===== src/rtl/dmem_arb_pkg.sv =====
// Shared types and constants for the data-memory arbiter.
package dmem_arb_pkg;

    typedef enum logic [1:0] {
        IDLE   = 2'd0,
        ACCESS = 2'd1,
        RESP   = 2'd2
    } state_e;

    localparam int NUM_PORTS  = 2;
    localparam int PORT_CPU   = 0;
    localparam int PORT_DBG   = 1;
    localparam int WORD_BYTES = 4;

endpackage


===== src/rtl/dmem_arbiter_if.sv =====
// Requester-side bus of the data-memory arbiter: two request ports sharing
// one response channel. master = requesters, slave = arbiter.
interface dmem_arbiter_if #(
    parameter int ADDR_W = 32,
    parameter int DATA_W = 32
);
    logic [1:0]        req_valid;
    logic [1:0]        req_ready;
    logic [ADDR_W-1:0] req_addr0;
    logic [ADDR_W-1:0] req_addr1;
    logic              req_we0;
    logic              req_we1;
    logic [DATA_W-1:0] req_wdata0;
    logic [DATA_W-1:0] req_wdata1;
    logic [1:0]        resp_valid;
    logic [1:0]        resp_ready;
    logic [DATA_W-1:0] resp_rdata;
    logic              resp_err;

    modport master (
        output req_valid, req_addr0, req_addr1, req_we0, req_we1,
               req_wdata0, req_wdata1, resp_ready,
        input  req_ready, resp_valid, resp_rdata, resp_err
    );

    modport slave (
        input  req_valid, req_addr0, req_addr1, req_we0, req_we1,
               req_wdata0, req_wdata1, resp_ready,
        output req_ready, resp_valid, resp_rdata, resp_err
    );
endinterface


===== src/rtl/dmem_arb_picker.sv =====
// Combinational grant for the two requesters.
// DMEM_ARB_RR_EN defined : round-robin on a tie (rr_last = id of last winner).
// DMEM_ARB_RR_EN undefined: fixed priority, port 0 wins a tie.
module dmem_arb_picker
    import dmem_arb_pkg::*;
(
    input  logic [NUM_PORTS-1:0] req_valid,
`ifdef DMEM_ARB_RR_EN
    input  logic                 rr_last,
`endif
    output logic [NUM_PORTS-1:0] grant
);

    // one-hot grant; only a tie needs a decision
    always_comb begin
        grant = '0;
        if (req_valid[PORT_CPU] && req_valid[PORT_DBG]) begin
`ifdef DMEM_ARB_RR_EN
            if (rr_last) grant[PORT_CPU] = 1'b1;
            else         grant[PORT_DBG] = 1'b1;
`else
            grant[PORT_CPU] = 1'b1;
`endif
        end else begin
            grant = req_valid;
        end
    end

endmodule


===== src/rtl/dmem_arbiter.sv =====
// Arbiter sharing one single-port byte memory between the CPU (port 0) and
// the loader/debug master (port 1). One request is latched, one memory cycle
// runs, then the response is held until the owner takes it.
// Optional macro: DMEM_ARB_RR_EN selects round-robin tie-breaking.
module dmem_arbiter
    import dmem_arb_pkg::*;
#(
    parameter int ADDR_W    = 32,
    parameter int DATA_W    = 32,
    parameter int MEM_BYTES = 12
) (
    input  logic              clk,
    input  logic              rst_n,
    dmem_arbiter_if.slave     bus,
    output logic [ADDR_W-1:0] mem_address,
    output logic              mem_write_en,
    output logic [DATA_W-1:0] mem_write_data,
    input  logic [DATA_W-1:0] mem_read_data
);

    // Highest legal word base. Addresses whose +3 wraps are far above this,
    // so a single compare also rejects wrapped accesses.
    localparam logic [ADDR_W-1:0] LAST_BASE = ADDR_W'(MEM_BYTES - WORD_BYTES);

    state_e              state_q, state_d;
    logic [NUM_PORTS-1:0] grant;
    logic                accept;

    logic                sel_id;
    logic [ADDR_W-1:0]   sel_addr;
    logic                sel_we;
    logic [DATA_W-1:0]   sel_wdata;

    logic                id_q;
    logic [ADDR_W-1:0]   addr_q;
    logic                we_q;
    logic                err_q;
    logic [DATA_W-1:0]   wdata_q;
    logic [DATA_W-1:0]   rdata_q;

`ifdef DMEM_ARB_RR_EN
    logic                rr_last;

    dmem_arb_picker u_picker (
        .req_valid (bus.req_valid),
        .rr_last   (rr_last),
        .grant     (grant)
    );
`else
    dmem_arb_picker u_picker (
        .req_valid (bus.req_valid),
        .grant     (grant)
    );
`endif

    assign sel_id    = grant[PORT_DBG];
    assign sel_addr  = sel_id ? bus.req_addr1  : bus.req_addr0;
    assign sel_we    = sel_id ? bus.req_we1    : bus.req_we0;
    assign sel_wdata = sel_id ? bus.req_wdata1 : bus.req_wdata0;

    // state register
    always_ff @(posedge clk or negedge rst_n) begin
        if (!rst_n) state_q <= IDLE;
        else        state_q <= state_d;
    end

    // next state and all handshake/memory outputs
    always_comb begin
        state_d        = state_q;
        accept         = 1'b0;
        bus.req_ready  = '0;
        bus.resp_valid = '0;
        mem_address    = '0;
        mem_write_en   = 1'b0;
        mem_write_data = '0;
        unique case (state_q)
            IDLE: begin
                // no grant while reset is held: nothing would be latched
                if (|grant && rst_n) begin
                    bus.req_ready = grant;
                    accept        = 1'b1;
                    state_d       = ACCESS;
                end
            end
            ACCESS: begin
                mem_address    = addr_q;
                mem_write_en   = we_q & ~err_q;
                mem_write_data = wdata_q;
                state_d        = RESP;
            end
            RESP: begin
                bus.resp_valid[id_q] = 1'b1;
                if (bus.resp_ready[id_q]) state_d = IDLE;
            end
            default: state_d = IDLE;
        endcase
    end

    assign bus.resp_rdata = (state_q == RESP) ? rdata_q : '0;
    assign bus.resp_err   = (state_q == RESP) & err_q;

    // latch the accepted request and capture read data in the memory cycle
    always_ff @(posedge clk or negedge rst_n) begin
        if (!rst_n) begin
            id_q    <= 1'b0;
            addr_q  <= '0;
            we_q    <= 1'b0;
            err_q   <= 1'b0;
            wdata_q <= '0;
            rdata_q <= '0;
        end else begin
            if (accept) begin
                id_q    <= sel_id;
                addr_q  <= sel_addr;
                we_q    <= sel_we;
                err_q   <= (sel_addr > LAST_BASE);
                wdata_q <= sel_wdata;
            end
            if (state_q == ACCESS)
                rdata_q <= (we_q || err_q) ? '0 : mem_read_data;
        end
    end

`ifdef DMEM_ARB_RR_EN
    // remember the last winner; reset value lets port 0 win the first tie
    always_ff @(posedge clk or negedge rst_n) begin
        if (!rst_n)      rr_last <= 1'b1;
        else if (accept) rr_last <= sel_id;
    end
`endif

endmodule


===== src/flat_wrapper.sv =====
// flat-port wrapper written by rule: the top's interface ports become plain ports
module dmem_arbiter_flat import dmem_arb_pkg::*;
#(
    parameter int ADDR_W    = 32,
    parameter int DATA_W    = 32,
    parameter int MEM_BYTES = 12
)
  (clk, rst_n, mem_address, mem_write_en, mem_write_data, mem_read_data, bus_req_valid, bus_req_addr0, bus_req_addr1, bus_req_we0, bus_req_we1, bus_req_wdata0, bus_req_wdata1, bus_resp_ready, bus_req_ready, bus_resp_valid, bus_resp_rdata, bus_resp_err);
  dmem_arbiter_if #(.ADDR_W(ADDR_W), .DATA_W(DATA_W)) bus_i ();
  input  logic clk;
  input  logic rst_n;
  output logic [ADDR_W-1:0] mem_address;
  output logic mem_write_en;
  output logic [DATA_W-1:0] mem_write_data;
  input  logic [DATA_W-1:0] mem_read_data;
  input wire logic [$bits(bus_i.req_valid)-1:0] bus_req_valid;
  input wire logic [$bits(bus_i.req_addr0)-1:0] bus_req_addr0;
  input wire logic [$bits(bus_i.req_addr1)-1:0] bus_req_addr1;
  input wire logic [$bits(bus_i.req_we0)-1:0] bus_req_we0;
  input wire logic [$bits(bus_i.req_we1)-1:0] bus_req_we1;
  input wire logic [$bits(bus_i.req_wdata0)-1:0] bus_req_wdata0;
  input wire logic [$bits(bus_i.req_wdata1)-1:0] bus_req_wdata1;
  input wire logic [$bits(bus_i.resp_ready)-1:0] bus_resp_ready;
  output wire logic [$bits(bus_i.req_ready)-1:0] bus_req_ready;
  output wire logic [$bits(bus_i.resp_valid)-1:0] bus_resp_valid;
  output wire logic [$bits(bus_i.resp_rdata)-1:0] bus_resp_rdata;
  output wire logic [$bits(bus_i.resp_err)-1:0] bus_resp_err;
  assign bus_i.req_valid = bus_req_valid;
  assign bus_i.req_addr0 = bus_req_addr0;
  assign bus_i.req_addr1 = bus_req_addr1;
  assign bus_i.req_we0 = bus_req_we0;
  assign bus_i.req_we1 = bus_req_we1;
  assign bus_i.req_wdata0 = bus_req_wdata0;
  assign bus_i.req_wdata1 = bus_req_wdata1;
  assign bus_i.resp_ready = bus_resp_ready;
  assign bus_req_ready = bus_i.req_ready;
  assign bus_resp_valid = bus_i.resp_valid;
  assign bus_resp_rdata = bus_i.resp_rdata;
  assign bus_resp_err = bus_i.resp_err;
  dmem_arbiter #(.ADDR_W(ADDR_W), .DATA_W(DATA_W), .MEM_BYTES(MEM_BYTES)) u_core (.clk(clk), .rst_n(rst_n), .bus(bus_i), .mem_address(mem_address), .mem_write_en(mem_write_en), .mem_write_data(mem_write_data), .mem_read_data(mem_read_data));
endmodule

===== config.mk =====
export PLATFORM = sky130hd
export DESIGN_NAME = dmem_arbiter_flat
export DESIGN_NICKNAME = d
export VERILOG_FILES = /design/src/rtl/dmem_arb_pkg.sv /design/src/rtl/dmem_arbiter_if.sv /design/src/rtl/dmem_arb_picker.sv /design/src/rtl/dmem_arbiter.sv /design/src/flat_wrapper.sv
export SDC_FILE = /design/constraint.sdc
export NUM_CORES = 1
export LEC_CHECK = 0
export CAP_MARGIN = 0
export CORE_MARGIN = 2
export CORE_UTILIZATION = 30
export CTS_CLUSTER_DIAMETER = 50
export CTS_CLUSTER_SIZE = 14
export DETAILED_ROUTE_END_ITERATION = 8
export PLACE_DENSITY = 0.65
export SLEW_MARGIN = 40
export SYNTH_ARGS = -nofsm -noshare
export SYNTH_HDL_FRONTEND = slang
export SYNTH_SLANG_ARGS = --single-unit

===== constraint.sdc =====
create_clock -name clk -period 1.8 [get_ports clk]
set_input_delay 0.18 -clock clk [delete_from_list [all_inputs] [get_ports clk]]
set_output_delay 0.18 -clock clk [all_outputs]
set_load 0.005 [all_outputs]

* Word-level counts from Yosys, hierarchy flattened
Cells that the tools add are included.
Operators by class: order comparisons 3, equality and inequality tests 4, mux-type cells 22, bitwise operators 3, reductions and logical operators 7
Operators with widths (number):
- $mux W32 | 6
- $gt A32 B4 Y1 const B | 1
- $mux W2 | 5
- $mux W1 | 9
- $pmux W2 S3 | 1
- $ne A2 B1 Y1 const B | 2
- $logic_and A1 B1 Y1 | 3
- $and A1 B1 Y1 | 2
- $eq A2 B1 Y1 const B | 1
- $eq A2 B2 Y1 const B | 1
- $logic_not A2 Y1 | 1
- $lt A1 B2 Y1 const B | 1
- $reduce_and A2 Y1 | 1
- $reduce_or A2 Y1 | 1
- $demux W1 S1 | 1
- $ge A1 B1 Y1 const B | 1
- $logic_or A1 B1 Y1 | 1
- $not A1 Y1 | 1
Storage, ports and cells: register bits 101, output and inout port bits 102, word-level logic and storage cells 46

* Depth between registers and ports, before layout
Gate-level depths: netlist of run 1.
depth in word-level cells 6, depth in mapped cells 7, mapped depth without buffers 5

* Modules after synthesis
A second synthesis of run 1 with hierarchy kept.
Unflattened totals: cells, all modules 509, area, all modules 5118.7 um^2
By module, submodules not included:
- dmem_arbiter | instances 1, cells each 507, area an instance 5108.6 um^2, sequential area each 2527.4 um^2
- dmem_arb_picker | instances 1, cells each 2, area an instance 10.0 um^2, sequential area each 0.0 um^2

* Least setup slack after synthesis of run 1
No wires, ideal clock.
kind reg-to-reg, start point reg u_core.state_q[1], end point reg u_core.err_q, setup time 0.126 ns, arrival 1.187 ns, required time 1.674 ns, setup slack 0.487 ns, stages on the path, launching flop included 6, path buffers 0, period minus slack after synthesis 1.313 ns, cells stage by stage dfrtp_1 > nor3b_2 > o21ai_1 > inv_2 > nand4_1 > o32a_1
On the way: cells in the longest elaborated chain, start to end 2
RTL lines:
- start, declared | line dmem_arbiter.sv:25 | state_e state_q, state_d;
- start signal, assigned | line dmem_arbiter.sv:64 | else state_q <= state_d;
- $logic_not A2 Y1 | line dmem_arbiter.sv:76 | unique case (state_q)
- $mux W1 | line dmem_arbiter.sv:76
- end signal, assigned | line dmem_arbiter.sv:116 | err_q <= (sel_addr > LAST_BASE);
- end, declared | line dmem_arbiter.sv:37 | logic err_q;
No other way between the ends. A chain may end at the register's enable or synchronous reset.

* Worst setup path after layout of run 1
start point reg u_core.state_q[1], end point out bus_resp_rdata[27]
On the way: cells in the longest elaborated chain, start to end 2
RTL lines:
- $eq A2 B2 Y1 | line dmem_arbiter.sv:99 | assign bus.resp_rdata = (state_q == RESP) ? rdata_q : '0;
- $mux W32 | line dmem_arbiter.sv:99
- end, declared | line flat_wrapper.sv:26 | output wire logic [$bits(bus_i.resp_rdata)-1:0] bus_resp_rdata;
No other way between the ends.

==> results_dict.tcl, run 1 <==
set metrics [dict create \
    fmax_mhz 510 \
    antenna_left 0 \
    dieArea_mm2 0.0180 \
    whs_ns 0.385 \
    synth_compound_area_frac 0.146 \
    critPathMaxStageDelay_ns 0.50 \
    ys_warn_count 0 \
    grt_pass1_vias 5091 \
    gr-total-overflow 0 \
    synth_cells 577 \
    cts_sinks 101 \
    core_area_mm2 0.0166 \
    place_ws_ns -0.0856 \
    final_nets 1038 \
    utilization 0.546 \
    synth.avg_cell_area_um2 8.81 \
    cts_max_path_buffers 2 \
    drt_iter0_drc 273 \
    tightest_slew_ns 0.550 \
    critical-path-top-delay-family "buffers and inverters" \
    grt_max_degree 102 \
    fin_crit_ns 1.96 \
    finClkSkew_ns 0.00630 \
    port_buffers 269 \
    wirelength_um 19000 \
    die_w_um 134 \
    cp.arrival_ns 1.78 \
    required_ns 1.62 \
    wl_per_cell_um 17.4 \
    syn_nets 745 \
    cts_tree "yes" \
    hpwl_um 12500 \
    drt-pass1-iter-count 4 \
    powerDensity_mw_per_mm2 1070 \
    worstPathCellList "nor2b_4, buf_8, and2_1, clkdlybuf4s50_1" \
    layout-drive-gt1-share 0.221 \
    vdd_drop_max_uv 530 \
    place_area_mm2 0.00813 \
    cts_buffers 9 \
    synthAdderAreaFrac 0 \
    area_delta_synth_final_pct 78.1 \
    startpoint_type "register" \
    cpMaxStageDelayCell "clkdlybuf4s50_1" \
    grt_pass1_wl_um 27600 \
    initial_core_util 0.307 \
    vias 5290 \
    synth_ff_type "dfrtp_1" \
    worst_slack_ns -0.159 \
    fp-row-count 47 \
    outcome "finished with violations" \
    yosys.cell_types.count 31 \
    maxCapViolCount 0 \
    p_leak_uw 0.00457 \
    end_kind "output pin" \
    violations "setup timing" \
    cts.htree.levels 3 \
    finalCritPeriodShare 1.09 \
    routabilityCongestion 0.808 \
    synth-edff-count 0 \
    die_y_um 134 \
    clk_pin_slew_worst_paths_ns 0.08 \
    hold_violations 0 \
    crit_fanout 19 \
    synth-seq-area-share 0.497 \
    diodes 0 \
    synth_top_family_by_area "simple AND/OR/NAND/NOR gates" \
    slew_headroom 0.633 \
    synth-xor-area-share 0 \
    synth_area_mm2 0.00509 \
    ioPinCount 270 \
    viasPerCell 4.83 \
    synthArstFlopShare 1.00 \
    grt_usage 0.198 \
    antenna_found_initial 0 \
    crit_buf_inv 2 \
    ys_ff_latch 101 \
    drc 0 \
    final_area_mm2 0.00906 \
    yosys.area_share.simple 0.305 \
    setup_viol 6 \
    placed_cells 1053 \
    finalMaxSlewViolations 0 \
    synthMuxAreaShare 0.00418 \
    hold_path_class "input port to register" \
    cts_root_buffer "clkbuf_16" \
    clkLatencyLatePin_ns 0.35 \
    crit_type "register to output pin" \
    grt_setup_unrepaired "yes" \
    instances_no_fill 1095 \
]
[cells in the final DEF, fill, tap and decap left out, types with 2 or more instances in the layout]
cell,instances
a22o_1,32
nor2_1,66
and2_4,41
dlymetal6s2s_1,32
dlygate4sd2_1,2
nand2_1,128
buf_2,20
nand3_1,2
o311ai_0,2
a31oi_1,64
nand4_1,3
buf_16,6
nand2b_1,2
and2_1,58
nor2b_4,2
buf_12,7
a21oi_1,2
clkbuf_8,2
clkbuf_2,17
dfrtp_1,100
clkdlybuf4s50_1,167
buf_6,31
inv_6,2
nor4_1,13
buf_8,5
bufinv_16,2
buf_4,30
clkbuf_16,17
[cell type report]
class | instances | area, um^2
clock buffers | 11 | 253
clock inverters | 5 | 81.3
fillers | 1549 | 7520
inverters | 1 | 16.3
multi-input cells | 429 | 2450
flip-flops and latches | 101 | 2530
well taps | 220 | 275
repair buffers | 327 | 3450
repair inverters | 1 | 8.76
[flip-flops by register name, indices dropped and copies added, names as in the netlist]
name	flops
u_core.addr_q	32
u_core.err_q	1
u_core.id_q	1
u_core.rdata_q	32
u_core.state_q	2
u_core.wdata_q	32
u_core.we_q	1
[repair_timing]
action                                  CTS  global route
setup buffers                            10             3
hold endpoints to repair                101             0
gates cloned                              5             9
endpoints found under the setup margin  101           126
hold buffers                              1             0
gates resized for setup                 176           209
pin swaps                                 2            18
[worst reg2reg max path, cell delays in order (launching register included)]
cell and delay, ns:
dfrtp_2 0.45, buf_4 0.15, nor3b_4 0.25, o21ai_2 0.11, buf_6 0.16, clkinv_8 0.06
nand4_1 0.08, o32a_1 0.35
[cell families (layout without fill, tap and decap cells)]
logic type / Yosys count / after routing
buf+inv: 47 / 345
compound gates: 105 / 105
flops: 101 / 101
simple gates: 322 / 322
mux: 2 / 2
[cells in the mapped netlist (2+ instances only)]
master	instances	area share
buf_2	30	0.030
nand2b_1	2	0.0025
a21oi_1	2	0.0020
clkbuf_1	11	0.0081
nor4_1	13	0.016
nor2b_1	2	0.0025
and2_1	99	0.12
nand4_1	3	0.0037
buf_6	4	0.0089
nand3_1	2	0.0020
nand2_1	128	0.094
o311ai_0	2	0.0034
a22o_1	32	0.055
a31oi_1	64	0.079
dfrtp_1	101	0.50
nor2_1	67	0.049
[layer usage]
layer | share of wire | vias up | track usage
met5 | 0 | - | 0
met4 | 0.014 | 0 | 0.0538
met3 | 0.077 | 19 | 0.0514
met2 | 0.47 | 202 | 0.326
met1 | 0.44 | 2511 | 0.258
li1 | - | 2558 | -
[stage by stage]
stage | setup TNS, ns | power [uW]
6_report | -0.203 | 9730
4_1_cts | -5.36 | 8990
3_5_place_dp | -0.842 | 6690
2_1_floorplan | 0 | 4890
5_1_grt | -1.03 | 10300
3_3_place_gp | -0.237 | 6630
[where the power goes]
group	leakage, uW	switching [uW]	internal, uW
Combinational	0.00319	1720	2390
Sequential	0.00121	412	3000
Clock	0.000162	906	1300
[path summary, 6_finish.rpt]
check	start	endpoint	slack [ns]	cells past startpoint
min	bus_req_wdata1[4]	u_core.wdata_q[4]	0.39	3
max reg2reg	u_core.state_q[1]	u_core.err_q	0.08	7
max in group asynchronous	rst_n	u_core.state_q[1]	0.87	3
min reg2reg	u_core.rdata_q[3]	u_core.rdata_q[3]	0.50	1
max	u_core.state_q[1]	bus_resp_rdata[27]	-0.16	4
min in group asynchronous	rst_n	u_core.wdata_q[4]	0.51	3
Power figures use the tool's default switching activity.
==> run 2, diff against run 1 <==
--- a/config.mk
+++ b/config.mk
@@ -9,7 +9,7 @@
 export CORE_MARGIN = 2
 export CORE_UTILIZATION = 30
 export CTS_CLUSTER_DIAMETER = 50
-export CTS_CLUSTER_SIZE = 14
+export CTS_CLUSTER_SIZE = 10
 export DETAILED_ROUTE_END_ITERATION = 8
 export PLACE_DENSITY = 0.65
 export SLEW_MARGIN = 40
==> results of run 2 <==
The final DEF is identical to that of run 1; final timing and power are the same.
==> run 3, diff against run 2 <==
--- a/config.mk
+++ b/config.mk
@@ -11,7 +11,9 @@
 export CTS_CLUSTER_DIAMETER = 50
 export CTS_CLUSTER_SIZE = 10
 export DETAILED_ROUTE_END_ITERATION = 8
+export HOLD_SLACK_MARGIN = 0.08
 export PLACE_DENSITY = 0.65
+export SETUP_SLACK_MARGIN = 0.4
 export SLEW_MARGIN = 40
 export SYNTH_ARGS = -nofsm -noshare
 export SYNTH_HDL_FRONTEND = slang
==> run 3 against run 2 <==
  * The run now ends clean
  * Fmax grew 11%
  * Critical path depth grew 2
  * Clock skew shrank 0.0030 ns
  * Largest power group unchanged
==> results_dict.tcl, run 3 (synthesized netlist as in run 1, its figures left out) <==
set metrics [dict create \
    outcome "finished, final reports clean" \
    required_ns 1.62 \
    die_w_um 134 \
    antenna_found_initial 0 \
    tightest_slew_ns 0.573 \
    crit_fanout 5 \
    hold_start "bus_req_wdata1[8]" \
    placed_cells 1053 \
    setup_viol 0 \
    fp-row-count 47 \
    cp.arrival_ns 1.59 \
    grt_max_degree 102 \
    grt_usage 0.229 \
    cts.htree.levels 3 \
    cpMaxStageDelayCell "dfrtp_2" \
    place_area_mm2 0.00813 \
    top_regs "u_core.addr_q (32), u_core.rdata_q (32), u_core.wdata_q (32)" \
    cts_root_buffer "clkbuf_16" \
    cts_buffers 9 \
    crit_type "register to output pin" \
    critPathMaxStageDelay_ns 0.44 \
    cts_max_path_buffers 2 \
    gr-total-overflow 0 \
    worst_slack_ns 0.0322 \
    ioPinCount 270 \
    slew_headroom 0.618 \
    grt_pass1_wl_um 31800 \
    worstPathCellList "nor2b_4, buf_6, buf_12, clkbuf_16, and2_4, buf_6" \
    hpwl_um 12500 \
    wirelength_um 21900 \
    fin_crit_ns 1.77 \
    core_area_mm2 0.0166 \
    finClkSkew_ns 0.00334 \
    crit_path_start "u_core.state_q[1]" \
    p_leak_uw 0.00464 \
    drc 0 \
    vdd_drop_max_uv 671 \
    antenna_left 0 \
    hold_violations 0 \
    final_common_cell "clkdlybuf4s50_1" \
    reg2reg_from "u_core.state_q[0]" \
    grt_pass1_vias 5642 \
    diodes 0 \
    viasPerCell 4.96 \
    startpoint_type "register" \
    routabilityCongestion 0.808 \
    whs_ns 0.386 \
    die_y_um 134 \
    initial_core_util 0.307 \
    drt-pass1-iter-count 4 \
    end_kind "output pin" \
    vias 5671 \
    dieArea_mm2 0.0180 \
    final_nets 1087 \
    grt_setup_unrepaired "yes" \
    clk_pin_slew_worst_paths_ns 0.07 \
    port_buffers 269 \
    maxCapViolCount 0 \
    layout-drive-gt1-share 0.417 \
    cts_tree "yes" \
    clkLatencyLatePin_ns 0.34 \
    fmax_mhz 566 \
    area_delta_synth_final_pct 108 \
    path_common_cell "buf_6" \
    final_area_mm2 0.0106 \
    hold_path_class "input port to register" \
    finalMaxSlewViolations 0 \
    place_ws_ns -0.0856 \
    powerDensity_mw_per_mm2 1150 \
    cts_sinks 101 \
    drt_iter0_drc 284 \
    instances_no_fill 1144 \
    final_cell_mix "clkdlybuf4s50_1, nand2_1, buf_6, dfrtp_1, and2_4" \
    finalCritPeriodShare 0.982 \
    wl_per_cell_um 19.2 \
]
run 3: cell types whose count changed in the layout (fill, tap and decap cells not counted), sizes merged:
cell	delta
clkdlybuf4s15	-1
dlymetal6s2s	-32
buf	+103
dlygate4sd2	-2
clkbuf	-18
clkdlybuf4s50	-1
run 3: metrics by stage:
stage | power (uW) | setup TNS, ns | utilization
2_1_floorplan | 4890 | 0 | -
3_3_place_gp | 6630 | -0.237 | 0.490
3_5_place_dp | 6690 | -0.842 | 0.490
4_1_cts | 11100 | -0.111 | 0.592
5_1_grt | 12800 | -1.85 | 0.638
6_report | 12100 | 0 | 0.638
run 3: area by class of cell:
type | count | area, um^2
clock buffers | 11 | 253
clock inverters | 5 | 81.3
fillers | 1361 | 6010
inverters | 1 | 16.3
multi-input cells | 429 | 2900
flip-flops and latches | 101 | 2530
well taps | 220 | 275
repair buffers | 376 | 4510
repair inverters | 1 | 16.3
run 3: worst max-delay path, delay by kind of cell, from the launching register on:
family,cells,cell delay [ns]
buf+inv,4,0.47
flops,1,0.44
simple gates,2,0.32
run 3: worst paths after layout:
path,to,slack [ns],cells after the start
min in group asynchronous,u_core.rdata_q[30],0.54,3
max in group asynchronous,u_core.state_q[1],0.81,3
setup / recovery,mem_write_data[14],0.03,6
hold / removal,u_core.wdata_q[8],0.39,3
setup reg to reg,u_core.err_q,0.06,10
hold reg to reg,u_core.rdata_q[13],0.50,1
run 3: what timing repair did:
action | 4_1_cts | 5_1_grt
endpoints found under the setup margin | 201 | 203
buffers inserted | 32 | 9
resized for setup | 612 | 143
hold buffers | 1 | 0
cloned | 26 | 7
pin swaps | 41 | 49
endpoints found under the hold margin | 101 | 0
run 3: report_power, final:
group / switching [uW] / internal (uW)
Combinational: 2390 / 3980
Sequential: 562 / 3010
Clock: 902 / 1300
Total: 3860 / 8280
run 3: per-layer routing:
layer / share of wire / vias to the layer above / wire (um) / GRT usage
li1: - / 2667 / - / -
met1: 0.41 / 2773 / 9000 / 0.287
met4: 0.014 / 0 / 311 / 0.0515
met2: 0.51 / 210 / 11100 / 0.401
met5: 0 / - / 0 / 0
met3: 0.068 / 21 / 1480 / 0.0556
